File: config.mk
export PLATFORM = sky130hd
export DESIGN_NAME = imm_ext_pipe
export DESIGN_NICKNAME = d
export VERILOG_FILES = /design/src/rtl/mips_ext_pkg.sv /design/src/rtl/ext_skid_buf.sv /design/src/rtl/imm_ext_pipe.sv
export SDC_FILE = /design/constraint.sdc
export NUM_CORES = 1
export LEC_CHECK = 0
export ABC_AREA = 1
export CAP_MARGIN = 0
export CELL_PAD_IN_SITES_DETAIL_PLACEMENT = 0
export CELL_PAD_IN_SITES_GLOBAL_PLACEMENT = 1
export CORE_MARGIN = 5
export CORE_UTILIZATION = 36
export CTS_BUF_LIST = sky130_fd_sc_hd__clkbuf_8
export DETAILED_ROUTE_END_ITERATION = 10
export GPL_TIMING_DRIVEN = 0
export HOLD_SLACK_MARGIN = 0.02
export PLACE_DENSITY_LB_ADDON = 0.1
export SETUP_SLACK_MARGIN = 0.05
export SLEW_MARGIN = 10
export SYNTH_ARGS = -nofsm -noshare
export SYNTH_HDL_FRONTEND = slang
export SYNTH_HIERARCHICAL = 1
export SYNTH_SLANG_ARGS = --single-unit
File: constraint.sdc
create_clock -name clk -period 1.1 [get_ports clk]
set_input_delay 0.275 -clock clk [delete_from_list [all_inputs] [get_ports clk]]
set_output_delay 0.275 -clock clk [all_outputs]
set_load 0.1 [all_outputs]
File: src/rtl/mips_ext_pkg.sv
// Shared types, mode encodings and the extension function for imm_ext_pipe.
// Optional feature macro: IMM_EXT_BRANCH_EN (enables the BRANCH <<2 mode).
package mips_ext_pkg;

    localparam int unsigned EXT_MAX_W = 64;

    typedef logic [1:0] ext_mode_t;

    localparam ext_mode_t EXT_SIGN   = 2'd0;
    localparam ext_mode_t EXT_ZERO   = 2'd1;
    localparam ext_mode_t EXT_UPPER  = 2'd2;
    localparam ext_mode_t EXT_BRANCH = 2'd3;

    // Width-generic extension; in_w/out_w are constants at every call site.
    function automatic logic [EXT_MAX_W-1:0] ext_calc(
        input logic [EXT_MAX_W-1:0] imm,
        input ext_mode_t            mode,
        input int unsigned          in_w,
        input int unsigned          out_w
    );
        logic [EXT_MAX_W-1:0] in_mask;
        logic [EXT_MAX_W-1:0] out_mask;
        logic [EXT_MAX_W-1:0] zx;
        logic [EXT_MAX_W-1:0] sx;
        logic [EXT_MAX_W-1:0] res;
        in_mask  = (EXT_MAX_W'(1) << in_w) - EXT_MAX_W'(1);
        out_mask = (out_w >= EXT_MAX_W) ? {EXT_MAX_W{1'b1}}
                                        : ((EXT_MAX_W'(1) << out_w) - EXT_MAX_W'(1));
        zx = imm & in_mask;
        sx = ((imm & (EXT_MAX_W'(1) << (in_w - 1))) != '0) ? (zx | ~in_mask) : zx;
        case (mode)
            EXT_SIGN:   res = sx;
            EXT_ZERO:   res = zx;
            EXT_UPPER:  res = zx << (out_w - in_w);
`ifdef IMM_EXT_BRANCH_EN
            EXT_BRANCH: res = sx << 2;
`endif
            default:    res = sx;
        endcase
        return res & out_mask;
    endfunction

endpackage

File: src/rtl/ext_skid_buf.sv
// Generic valid/ready stage: one output register plus one skid entry.
// in_ready is registered and never depends combinationally on out_ready.
module ext_skid_buf #(
    parameter int unsigned WIDTH = 38
) (
    input  logic             clk,
    input  logic             rst_n,
    input  logic             in_valid,
    output logic             in_ready,
    input  logic [WIDTH-1:0] in_data,
    output logic             out_valid,
    input  logic             out_ready,
    output logic [WIDTH-1:0] out_data
);

    logic             out_valid_q, out_valid_d;
    logic [WIDTH-1:0] out_data_q,  out_data_d;
    logic             skid_valid_q, skid_valid_d;
    logic [WIDTH-1:0] skid_data_q,  skid_data_d;
    logic             in_ready_q,   in_ready_d;
    logic             accept_c;

    // Next-state: drain skid first, else load output directly, else park in skid.
    always_comb begin
        accept_c     = in_valid && in_ready_q;
        out_valid_d  = out_valid_q;
        out_data_d   = out_data_q;
        skid_valid_d = skid_valid_q;
        skid_data_d  = skid_data_q;
        if (skid_valid_q) begin
            if (out_ready) begin
                out_data_d   = skid_data_q;
                skid_valid_d = 1'b0;
            end
        end else if (!out_valid_q || out_ready) begin
            out_valid_d = accept_c;
            if (accept_c) begin
                out_data_d = in_data;
            end
        end else if (accept_c) begin
            skid_valid_d = 1'b1;
            skid_data_d  = in_data;
        end
        in_ready_d = !skid_valid_d;
    end

    // State registers; reset empties both entries immediately.
    always_ff @(posedge clk or negedge rst_n) begin
        if (!rst_n) begin
            out_valid_q  <= 1'b0;
            out_data_q   <= '0;
            skid_valid_q <= 1'b0;
            skid_data_q  <= '0;
            in_ready_q   <= 1'b0;
        end else begin
            out_valid_q  <= out_valid_d;
            out_data_q   <= out_data_d;
            skid_valid_q <= skid_valid_d;
            skid_data_q  <= skid_data_d;
            in_ready_q   <= in_ready_d;
        end
    end

    assign in_ready  = in_ready_q;
    assign out_valid = out_valid_q;
    assign out_data  = out_data_q;

endmodule

File: src/rtl/imm_ext_pipe.sv
// Registered immediate extender with valid/ready stream and tag sideband.
// Macro IMM_EXT_BRANCH_EN: when undefined, mode 3 yields SIGN and flags out_mode_err.
module imm_ext_pipe
    import mips_ext_pkg::*;
#(
    parameter int unsigned IN_W  = 16,
    parameter int unsigned OUT_W = 32,
    parameter int unsigned TAG_W = 5
) (
    input  logic             clk,
    input  logic             rst_n,
    input  logic             in_valid,
    output logic             in_ready,
    input  logic [IN_W-1:0]  in_imm,
    input  logic [1:0]       in_mode,
    input  logic [TAG_W-1:0] in_tag,
    output logic             out_valid,
    input  logic             out_ready,
    output logic [OUT_W-1:0] out_data,
    output logic [TAG_W-1:0] out_tag,
    output logic             out_mode_err
);

    localparam int unsigned PAY_W = OUT_W + TAG_W + 1;

    logic [OUT_W-1:0] ext_data_c;
    logic             mode_err_c;
    logic [PAY_W-1:0] in_pay_c;
    logic [PAY_W-1:0] out_pay;

    // Extension mux; only captured on an accepted beat.
    assign ext_data_c = OUT_W'(ext_calc(EXT_MAX_W'(in_imm), ext_mode_t'(in_mode), IN_W, OUT_W));

`ifdef IMM_EXT_BRANCH_EN
    assign mode_err_c = 1'b0;
`else
    assign mode_err_c = (ext_mode_t'(in_mode) == EXT_BRANCH);
`endif

    assign in_pay_c = {mode_err_c, in_tag, ext_data_c};

    ext_skid_buf #(
        .WIDTH(PAY_W)
    ) u_skid (
        .clk       (clk),
        .rst_n     (rst_n),
        .in_valid  (in_valid),
        .in_ready  (in_ready),
        .in_data   (in_pay_c),
        .out_valid (out_valid),
        .out_ready (out_ready),
        .out_data  (out_pay)
    );

    assign {out_mode_err, out_tag, out_data} = out_pay;

endmodule

# [After elaboration in Yosys (flattened, before gate mapping)]
# Index checks and enable logic that the tools add are counted.
[totals] ramBits=0 ff_bits=79 output_inout_bits=40 mem_count=0 latch_bits=0 input_bits=27 rom_bits=0 word_cells=30
[op_classes] div_mod_pow=0 n_addsub=0 n_eq_ne=4 n_mux=10 n_mul=0 shifts=0 bitwise=2 n_reduce_logical=9 order_cmp=0
[op_table] cell="2-to-1 mux 38 bit" count=4
[op_table] cell="one-hot mux 32 bit (2 select lines)" count=1
[op_table] cell="2-to-1 mux 32 bit" count=1
[op_table] cell="AND reduction 3 bit" count=2
[op_table] cell="== test 2 bit (second input constant)" count=2
[op_table] cell="2-to-1 mux 1 bit" count=4
[op_table] cell="nonzero test 2 bit" count=2
[op_table] cell="== test 2 x 1 -> 1 bit (second input constant)" count=1
[op_table] cell="zero test 1 bit" count=2
[op_table] cell="!= test 2 bit (second input constant)" count=1
[op_table] cell="inverter 1 bit" count=2
[op_table] cell="AND reduction 2 bit" count=1
[op_table] cell="logical AND 1 bit" count=1
[op_table] cell="logical OR 1 bit" count=1

# [Longest topological paths before layout]
# Gate-level depths: netlist (run 1).
[depth] word_depth=5 depth_mapped=10 mapped_depth_nobuf=9

# [Cells and area by module]
# The synthesis (run 1) kept the hierarchy.
[modules_own_cells] module="ext_skid_buf" area_per_inst_um2=3638.5 cells_per_inst=471 instances=1 seq_area_each_um2=1976.9
[modules_own_cells] module="imm_ext_pipe" area_per_inst_um2=376.6 cells_per_inst=77 instances=1 seq_area_each_um2=0.0

# [Least setup slack after synthesis (run 1)]
# Ideal clock, no wire load.
[synth_path] kind="flip-flop to flip-flop" from="reg u_skid.in_ready_q, in the netlist u_skid/in_ready" to="reg u_skid.out_data_q[0], in the netlist u_skid/out_data[0]" arrival_ns=1.841 slack_ns=-0.860 path_stages_with_launch=8 n_path_buf=2 synth_period_minus_slack_ns=1.960 setup_ns=0.120 required_ns=0.980 path_cell_list="dfrtp_1 nand2_1 nand2_1 nand3_1 buf_4 buf_2 nand2_1 nand2_1"
[synth_via] elab_chain_cells=3
[synth_rtl] item="from (decl)" line_no="ext_skid_buf.sv:20" text="logic in_ready_q, in_ready_d;"
[synth_rtl] item="from (signal assigned)" line_no="ext_skid_buf.sv:60" text="in_ready_q <= in_ready_d;"
[synth_rtl] item="logical AND 1 bit" line_no="ext_skid_buf.sv:25" text="accept_c = in_valid && in_ready_q;"
[synth_rtl] item="nonzero test 2 bit (no source line)"
[synth_rtl] item="AND reduction 3 bit (no source line)"
[synth_rtl] item="to (signal assigned)" line_no="ext_skid_buf.sv:57" text="out_data_q <= out_data_d;"
[synth_rtl] item="to (decl)" line_no="ext_skid_buf.sv:17" text="logic [WIDTH-1:0] out_data_q, out_data_d;"
# No other way between the ends.
# A chain may end at the register's enable or synchronous reset.

# [Final worst setup path (run 1)]
[layout_path] from="reg u_skid.skid_valid_q" to="reg u_skid.skid_data_q[17]"
[layout_via] elab_chain_cells=2
[layout_rtl] item="from (decl)" line_no="ext_skid_buf.sv:18" text="logic skid_valid_q, skid_valid_d;"
[layout_rtl] item="from (signal assigned)" line_no="ext_skid_buf.sv:58" text="skid_valid_q <= skid_valid_d;"
[layout_rtl] item="inverter 1 bit (no source line)"
[layout_rtl] item="AND reduction 3 bit (no source line)"
[layout_rtl] item="to (signal assigned)" line_no="ext_skid_buf.sv:59" text="skid_data_q <= skid_data_d;"
[layout_rtl] item="to (decl)" line_no="ext_skid_buf.sv:19" text="logic [WIDTH-1:0] skid_data_q, skid_data_d;"
# No other way between the ends.

==> results of run 1 <==
[cells in the final DEF (no fill, tap or decap), types with 16 or more instances in the layout]
master           count
nand2_1            263
nand4_1             38
inv_1               22
buf_12              38
dfrtp_1             39
nand2_2             24
o21ai_0             26
dfrtp_2             38
buf_4               16
nor2_1              16
clkdlybuf4s50_1     23
[how the worst max path moves through the flow]
stage / to / startpoint / cells after the start
2_1_floorplan: u_skid/skid_data_q[17] / u_skid/out_valid / 6
3_3_place_gp: u_skid/out_valid / rst_n / 1
3_5_place_dp: u_skid/out_data[24] / in_mode[0] / 11
4_1_cts: out_valid / u_skid/out_valid / 1
5_1_grt: u_skid/skid_data_q[23] / u_skid/skid_valid_q / 5
6_report: u_skid/skid_data_q[17] / u_skid/skid_valid_q / 5
[sequential cells by signal (all words and copies together) (netlist names)]
register / count
u_skid/skid_valid_q: 1
u_skid/out_data: 38
u_skid/in_ready: 1
u_skid/out_valid: 1
u_skid/skid_data_q: 38
[power by group through the flow]
stage	clock, mW	combinational (mW)	sequential [mW]
after floorplan	0	2.47	9.62
after global placement	0	9.50	4.93
after detailed placement	0	9.54	4.97
after CTS	2.50	10.5	5.11
after global routing	2.65	12.5	5.50
final	2.43	11.9	5.31
[what timing repair did]
item                       in CTS  in global routing
setup buffers                  10                  3
resized for setup             361                101
pin swaps                       2                 22
hold endpoints to repair       31                 31
setup endpoints to repair     119                119
cloned                          1                  7
[cells by family after synthesis]
family / count (synthesis) / synth area share, %
simple gates: 363 / 37.33
compound gates: 40 / 4.986
buf+inv: 63 / 7.510
flops: 79 / 49.24
fa+ha+maj: 3 / 0.9350
[area by class of cell]
cell class / instances / share of cell area (%)
repair buffers: 88 / 22.13
clock inverters: 6 / 1.254
inverters: 22 / 1.416
multi-input cells: 406 / 30.35
plain buffers: 39 / 6.939
clock buffers: 10 / 2.225
well taps: 140 / 2.832
flip-flops and latches: 79 / 32.85
[stage by stage]
| step | cell area, um^2 | cells | hold slack [ps] |
|---|---|---|---|
| after floorplan | 4164 | 548 | -20.59 |
| after global placement | 5000 | 754 | 459.5 |
| after detailed placement | 5025 | 755 | 258.3 |
| after CTS | 5624 | 781 | -134.5 |
| after global routing | 6185 | 790 | -127.4 |
| final | 6185 | 790 | -154.1 |
[critical path, stage by stage (launching register included)]
cell      delay [ps]
dfrtp_1          420
inv_2            120
nand3_4          160
clkbuf_4         250
o21ai_0          230
nand2_2           70
[metal layers]
layer	vias up	track usage, %	share of wire (%)
li1	1934	-	-
met1	1838	27.08	48
met2	111	28.74	45
met3	18	3.133	5.3
met4	0	8.198	2.0
met5	-	0	0
[Yosys cell counts (all sizes together)]
cell type  number  share of area (%)
ha              3               0.93
nand4          38                5.9
clkbuf         14                1.3
inv            22                2.1
buf            27                4.1
o21ai          40                5.0
nand3          17                2.4
nand2         290                 27
dfrtp          79                 49
nor2           18                1.9
==> results_dict.tcl, run 1 <==
set metrics [dict create \
    syn_to_final_growth_pct 54.04 \
    fp.coreArea_mm2 0.01089 \
    yosysUniqueCellTypes 18 \
    fin_crit_ps 1372 \
    critPathCaptureType "register" \
    wirelength_mm 12.60 \
    switchingPower_mw 9.682 \
    cts_max_level 3 \
    final_net_count 675 \
    syn_area_per_cell_um2 7.327 \
    routed-via-count 3901 \
    clk_latency_ps 370 \
    pwr_density_cell_mw_per_mm2 3178 \
    overflow 0 \
    worst_clock_skew_ps 6.299 \
    clockBufferDepth 2 \
    ys_seq_area_share_pct 49.24 \
    timing.fmax_mhz 728.8 \
    start_util_pct 36.88 \
    grt_pass1_wl_mm 19.71 \
    grt_use_total_pct 19.04 \
    drt-wirelength-per-cell_um 15.94 \
    postSynthCellCount 548 \
    drv_cap 0 \
    start_kind "register" \
    max_slew_margin_pct 69.90 \
    leakagePower_nw 3.167 \
    finalPower_mw 19.65 \
    hold_ws_ps -154.1 \
    drc 0 \
    worst_slack_ps -272.2 \
    synth_fp_nets 578 \
    drtIter0Drc 211 \
    reg2reg_depth 5 \
    worst_pin_slew_ps 451.4 \
    clkTransAtPathRegs_ps 80 \
    dp_slack_ps -876.2 \
    ioPinCount 67 \
    first_pass_iters 4 \
    diodes 0 \
    port_buffers 66 \
    required_ps 1350 \
    timing.final.crit_share_pct 124.7 \
    cts_made_buffers 9 \
    switching_share_pct 49.26 \
    cts_sinks 79 \
    num_rows 38 \
    antenna_found_initial 0 \
    failed_checks "hold timing, setup timing" \
    p_int_mw 9.971 \
    rr_startpoint "u_skid/skid_valid_q" \
    ys_ff_latch 79 \
    cts_tree "built" \
    arrival_ps 1620 \
    status "complete, but fails checks" \
    dp_hpwl_mm 8.315 \
    tns_ps -23090 \
    gp_congestion 0.7758 \
    vias_per_cell 4.938 \
    path_class "reg -> reg" \
    die_w_um 115.6 \
    setup_viol 118 \
    utilization_pct 56.80 \
    fillers 1023 \
    p_clk_share_pct 12.4 \
    drtAntennaViolNets 0 \
    ir_drop_uv 2164 \
    hold_viol 31 \
    grt_max_degree 49 \
    drive_above_1_share_pct 30.15 \
    p_comb_share_pct 60.6 \
    worst_r2r_endpoint "u_skid/skid_data_q[17]" \
    multiInputGateArea_mm2 0.001877 \
    drv_slew 0 \
    hold_class "in -> async" \
    syn_area_mm2 0.004015 \
    rsz0062_at_grt "true" \
    critical_path.max_fanout 10 \
    r2r_slack_ps -270 \
    root_buffer "clkbuf_8" \
    dieArea_mm2 0.01337 \
    power_frac_seq_pct 27.0 \
    regArea_mm2 0.002032 \
    ys_warn_count 6 \
    chipHeight_um 115.6 \
    grt_pass1_vias 3812 \
]
Power figures use the tool's default switching activity.
==> run 2, diff against run 1 <==
Settings changed: CORE_UTILIZATION 36 to 40, REMOVE_ABC_BUFFERS set to 1.
Clock period 1.1 ns to 1.3 ns, I/O delays scaled along.
==> run 2 against run 1 <==
The run ends with setup timing left. Sequential share of layout area is 1.4 points lower. Total power shrank 15%. Cell area rose by 1.7%. Utilization up 7.6 points. Clock power is 30% lower. Largest cell class is now multi-input gates.
==> results_dict.tcl, run 2 (synthesis gave the netlist of run 1 again) <==
set metrics [dict create \
    status "complete, but fails checks" \
    failed_checks "setup timing" \
    dieArea_mm2 0.01214 \
    required_ps 1600 \
    wirelength_mm 13.84 \
    start_kind "register" \
    cts_tree "built" \
    drtAntennaViolNets 0 \
    stdcell_area_mm2 0.006292 \
    drive_above_1_share_pct 27.10 \
    cts_sinks 79 \
    worst_pin_slew_ps 448.4 \
    p_int_mw 8.240 \
    critical_path.max_fanout 5 \
    timing.final.crit_share_pct 117.4 \
    drt-wirelength-per-cell_um 17.86 \
    path_class "reg -> reg" \
    vias_per_cell 5.225 \
    cpMostUsedCell "buf_12" \
    drc 0 \
    critPathCaptureType "register" \
    syn_to_final_growth_pct 56.72 \
    crit_chain "buf_12, inv_16, nand3_4, buf_16, nor2_4, buf_12, clkbuf_16, nand2_2, nand2_1" \
    drtIter0Drc 271 \
    power_frac_seq_pct 26.3 \
    first_pass_iters 7 \
    grt_pass1_vias 3996 \
    final_net_count 667 \
    slowest_stage "dfrtp_2" \
    clk_latency_ps 360 \
    drv_slew 0 \
    grt_pass1_wl_mm 21.81 \
    grt_max_degree 50 \
    leakagePower_nw 3.360 \
    start_util_pct 41.08 \
    overflow 0 \
    max_slew_margin_pct 70.10 \
    worst_clock_skew_ps 3.933 \
    p_comb_share_pct 63.6 \
    grt_use_total_pct 23.75 \
    hold_class "in -> async" \
    layout_commonest_cell "nand2_1" \
    fp.coreArea_mm2 0.009774 \
    ir_drop_uv 1416 \
    hold_ws_ps 443.8 \
    port_buffers 66 \
    root_buffer "clkbuf_8" \
    place_area_mm2 0.004855 \
    gp_congestion 0.7267 \
    layout_common_cells "243 x nand2_1, 77 x dfrtp_1, 46 x buf_12" \
    dp_hpwl_mm 6.661 \
    cts_made_buffers 9 \
    die_w_um 110.2 \
    drv_cap 0 \
    max_stage_delay_ps 440 \
    worst-path-buf-inv 5 \
    diodes 0 \
    fin_crit_ps 1526 \
    clkTransAtPathRegs_ps 80 \
    setup_viol 79 \
    worst_slack_ps -226.1 \
    clockBufferDepth 2 \
    rsz0062_at_grt "true" \
    hold_viol 0 \
    pwr_density_cell_mw_per_mm2 2660 \
    antenna_found_initial 0 \
    switchingPower_mw 8.496 \
    switching_share_pct 50.77 \
    timing.fmax_mhz 655.2 \
    chipHeight_um 110.2 \
    arrival_ps 1830 \
    cts_max_level 3 \
    crit_family "buffers and inverters" \
    routed-via-count 4049 \
    ioPinCount 67 \
    num_rows 36 \
    tns_ps -14240 \
    p_clk_share_pct 10.1 \
    fillers 833 \
]
==> run 2: power by group through the flow <==
stage	combinational [mW]	clock (mW)	sequential, mW
final	10.6	1.69	4.40
after global routing	11.1	1.84	4.54
after CTS	10.2	1.72	4.36
after detailed placement	7.98	0	4.12
after global placement	7.55	0	4.15
after floorplan	1.69	0	8.04
==> run 2: per-stage QoR <==
step	util (%)	std cells	total power, mW	setup WS (ps)
3_5_place_dp	49.67	714	12.10	-1692
5_1_grt	64.38	775	17.51	-294.8
3_3_place_gp	47.30	706	11.70	-5168
4_1_cts	61.42	765	16.25	-190.7
6_report	64.38	775	16.74	-226.1
2_1_floorplan	-	507	9.726	-2435
==> run 2: what timing repair did <==
item | in CTS | in global routing
endpoints found under the setup margin | 119 | 119
pin swaps | 9 | 6
gates cloned | 8 | 3
endpoints found under the hold margin | 30 | 0
buffers inserted | 26 | 8
resized for setup | 416 | 68
hold buffers | 1 | 0
==> run 2: cell type report <==
type,instances,area [um^2],area share (%)
clock inverter,5,23.77,0.3778
sequential,79,1979,31.46
tap,133,166.4,2.645
clock buffer,11,151.4,2.406
timing repair buffer,117,1832,29.11
timing repair inverter,2,17.52,0.2784
multi-input combinational,406,2021,32.11
inverter,22,101.3,1.611
==> run 2: path summary, 6_finish.rpt <==
path                                        start                endpoint  slack, ps  depth (start not counted)
max                           u_skid/skid_valid_q  u_skid/skid_data_q[13]       -230                          9
min                                         rst_n     u_skid/skid_valid_q        440                          2
max reg2reg                   u_skid/skid_valid_q  u_skid/skid_data_q[13]       -230                          9
min reg2reg                u_skid/skid_data_q[33]  u_skid/skid_data_q[33]        490                          2
max in group asynchronous                   rst_n  u_skid/skid_data_q[14]        250                          3
min in group clk           u_skid/skid_data_q[33]  u_skid/skid_data_q[33]        490                          2
==> run 2: worst register-to-register path, stage by stage, from the launching register on <==
cell and delay [ps]:
dfrtp_2 440, buf_12 150, inv_16 60, nand3_4 100, buf_16 170, nor2_4 120
buf_12 160, clkbuf_16 160, nand2_2 40, nand2_1 70
==> run 2: per-layer routing <==
layer	track usage, %	up-vias	wire [um]
met5	0	-	0
met4	8.795	0	282
met3	3.727	21	672
met2	37.56	118	6566
met1	33.02	1990	6317
li1	-	1920	-
==> run 3, diff against run 2 <==
Settings changed: CORE_UTILIZATION 40 to 35.
==> run 3 against run 2 <==
The run still ends with setup timing left. Sequential cell count unchanged. Sequential share of layout area down 2.5 points. Setup slack lost 31 ps. Critical path type is now in -> reg. Highest routed layer unchanged. Combinational power rose by 11%. Cell count up 4.3%. Fmax is 2.0% lower. Sequential power rose by 3%. Largest power group unchanged. Clock skew is 5.0 ps higher.
==> results_dict.tcl, run 3 (synthesis gave the netlist of run 1 again) <==
set metrics [dict create \
    status "complete, but fails checks" \
    failed_checks "setup timing" \
    wirelength_mm 16.06 \
    gp_congestion 0.7107 \
    hold_ws_ps 482.8 \
    place_area_mm2 0.004852 \
    grt_pass1_vias 4024 \
    vias_per_cell 5.249 \
    ir_drop_uv 1828 \
    layout_commonest_cell "nand2_1" \
    start_util_pct 35.47 \
    timing.fmax_mhz 642.2 \
    cts_tree "built" \
    start_kind "primary input" \
    cts_made_buffers 9 \
    pwr_density_cell_mw_per_mm2 2651 \
    dpl.cell_count 724 \
    multiInputGateArea_mm2 0.002138 \
    routed-via-count 4241 \
    worst_clock_skew_ps 8.925 \
    clockBufferDepth 2 \
    max_stage_delay_ps 510 \
    grt_use_total_pct 22.80 \
    num_rows 39 \
    utilization_pct 60.51 \
    syn_to_final_growth_pct 70.61 \
    cpMostUsedCell "nand2_1" \
    drv_cap 0 \
    fillers 967 \
    required_ps 1550 \
    path_class "in -> reg" \
    final_net_count 690 \
    stdcell_area_mm2 0.006850 \
    tns_ps -16740 \
    cts_sinks 79 \
    leakagePower_nw 3.565 \
    critPathCaptureType "register" \
    grt_max_degree 41 \
    worst_pin_slew_ps 561.2 \
    crit_chain "clkdlybuf4s50_1, nand2_4, buf_16, nand2_8, buf_12, nand3_4, clkbuf_16, nand2_1, nand2_1" \
    drive_above_1_share_pct 36.09 \
    fp.coreArea_mm2 0.01132 \
    antenna_found_initial 0 \
    root_buffer "clkbuf_8" \
    drtAntennaViolNets 0 \
    diodes 0 \
    dp_hpwl_mm 6.625 \
    port_buffers 66 \
    chipHeight_um 117.1 \
    first_pass_iters 5 \
    critical_path.max_fanout 8 \
    clkTransAtPathRegs_ps 80 \
    setup_viol 84 \
    hold_class "reg -> reg" \
    cts_max_level 3 \
    die_w_um 117.1 \
    drt-wirelength-per-cell_um 19.87 \
    worst_slack_ps -257.1 \
    drv_slew 0 \
    slowest_stage "clkdlybuf4s50_1" \
    drc 0 \
    layout_common_cells "226 x nand2_1, 73 x dfrtp_1, 53 x buf_12" \
    instances_no_fill 808 \
    timing.final.crit_share_pct 119.8 \
    dieArea_mm2 0.01371 \
    grt_pass1_wl_mm 23.11 \
    overflow 0 \
    hold_viol 0 \
    regArea_mm2 0.001984 \
    max_slew_margin_pct 62.59 \
    clk_latency_ps 360 \
    drtIter0Drc 338 \
    arrival_ps 1800 \
    rsz0062_at_grt "true" \
    fin_crit_ps 1557 \
    ioPinCount 67 \
]
==> run 3: worst max-delay path: cells and delay by family <==
kind | cells | cell delay, ps
buf+inv | 4 | 1010
simple gates | 5 | 460
==> run 3: what timing repair did <==
action / CTS / global route
hold buffers: 1 / 0
gates resized for setup: 454 / 89
cloned: 13 / 8
buffers inserted: 33 / 14
setup endpoints to repair: 119 / 119
endpoints found under the hold margin: 39 / 0
pin swaps: 14 / 32
==> run 3: per-stage QoR <==
step	total power [mW]	setup slack, ps
2_1_floorplan	9.726	-2435
3_3_place_gp	11.74	-5275
3_5_place_dp	12.09	-1573
4_1_cts	17.08	-242.0
5_1_grt	18.88	-288.0
6_report	18.16	-257.1
==> run 3: worst paths after layout <==
| kind | startpoint | to | slack, ps | cells after the start |
|---|---|---|---|---|
| max | in_valid | u_skid/out_data[21] | -260 | 9 |
| min in group asynchronous | rst_n | u_skid/out_data[20] | 490 | 2 |
| min | u_skid/skid_data_q[26] | u_skid/skid_data_q[26] | 480 | 2 |
| max in group asynchronous | rst_n | u_skid/skid_data_q[21] | 210 | 3 |
| max reg2reg | u_skid/skid_valid_q | u_skid/out_data[21] | -250 | 9 |
| min reg2reg | u_skid/skid_data_q[26] | u_skid/skid_data_q[26] | 480 | 2 |
==> run 3: power by group <==
group | switching, mW | leakage [nW] | internal, mW
clock network | 0.944 | 0.108 | 0.918
logic | 7.13 | 2.45 | 4.64
registers | 0.989 | 1.01 | 3.54
==> run 3: metal layers <==
| layer | vias to the layer above | part of all wire [%] | global-route usage [%] |
|---|---|---|---|
| met5 | - | 0 | 0 |
| met4 | 0 | 2.1 | 7.187 |
| met3 | 33 | 5.0 | 2.879 |
| met2 | 143 | 48 | 37.62 |
| met1 | 2086 | 45 | 31.29 |
| li1 | 1979 | - | - |
==> run 3: area by class of cell <==
class	instances	share of cell area, %
timing repair buffer	140	32.62
multi-input combinational	406	31.21
inverter	22	1.479
timing repair inverter	2	0.3288
tap	143	2.612
clock buffer	10	2.009
sequential	79	28.97
clock inverter	6	0.7671
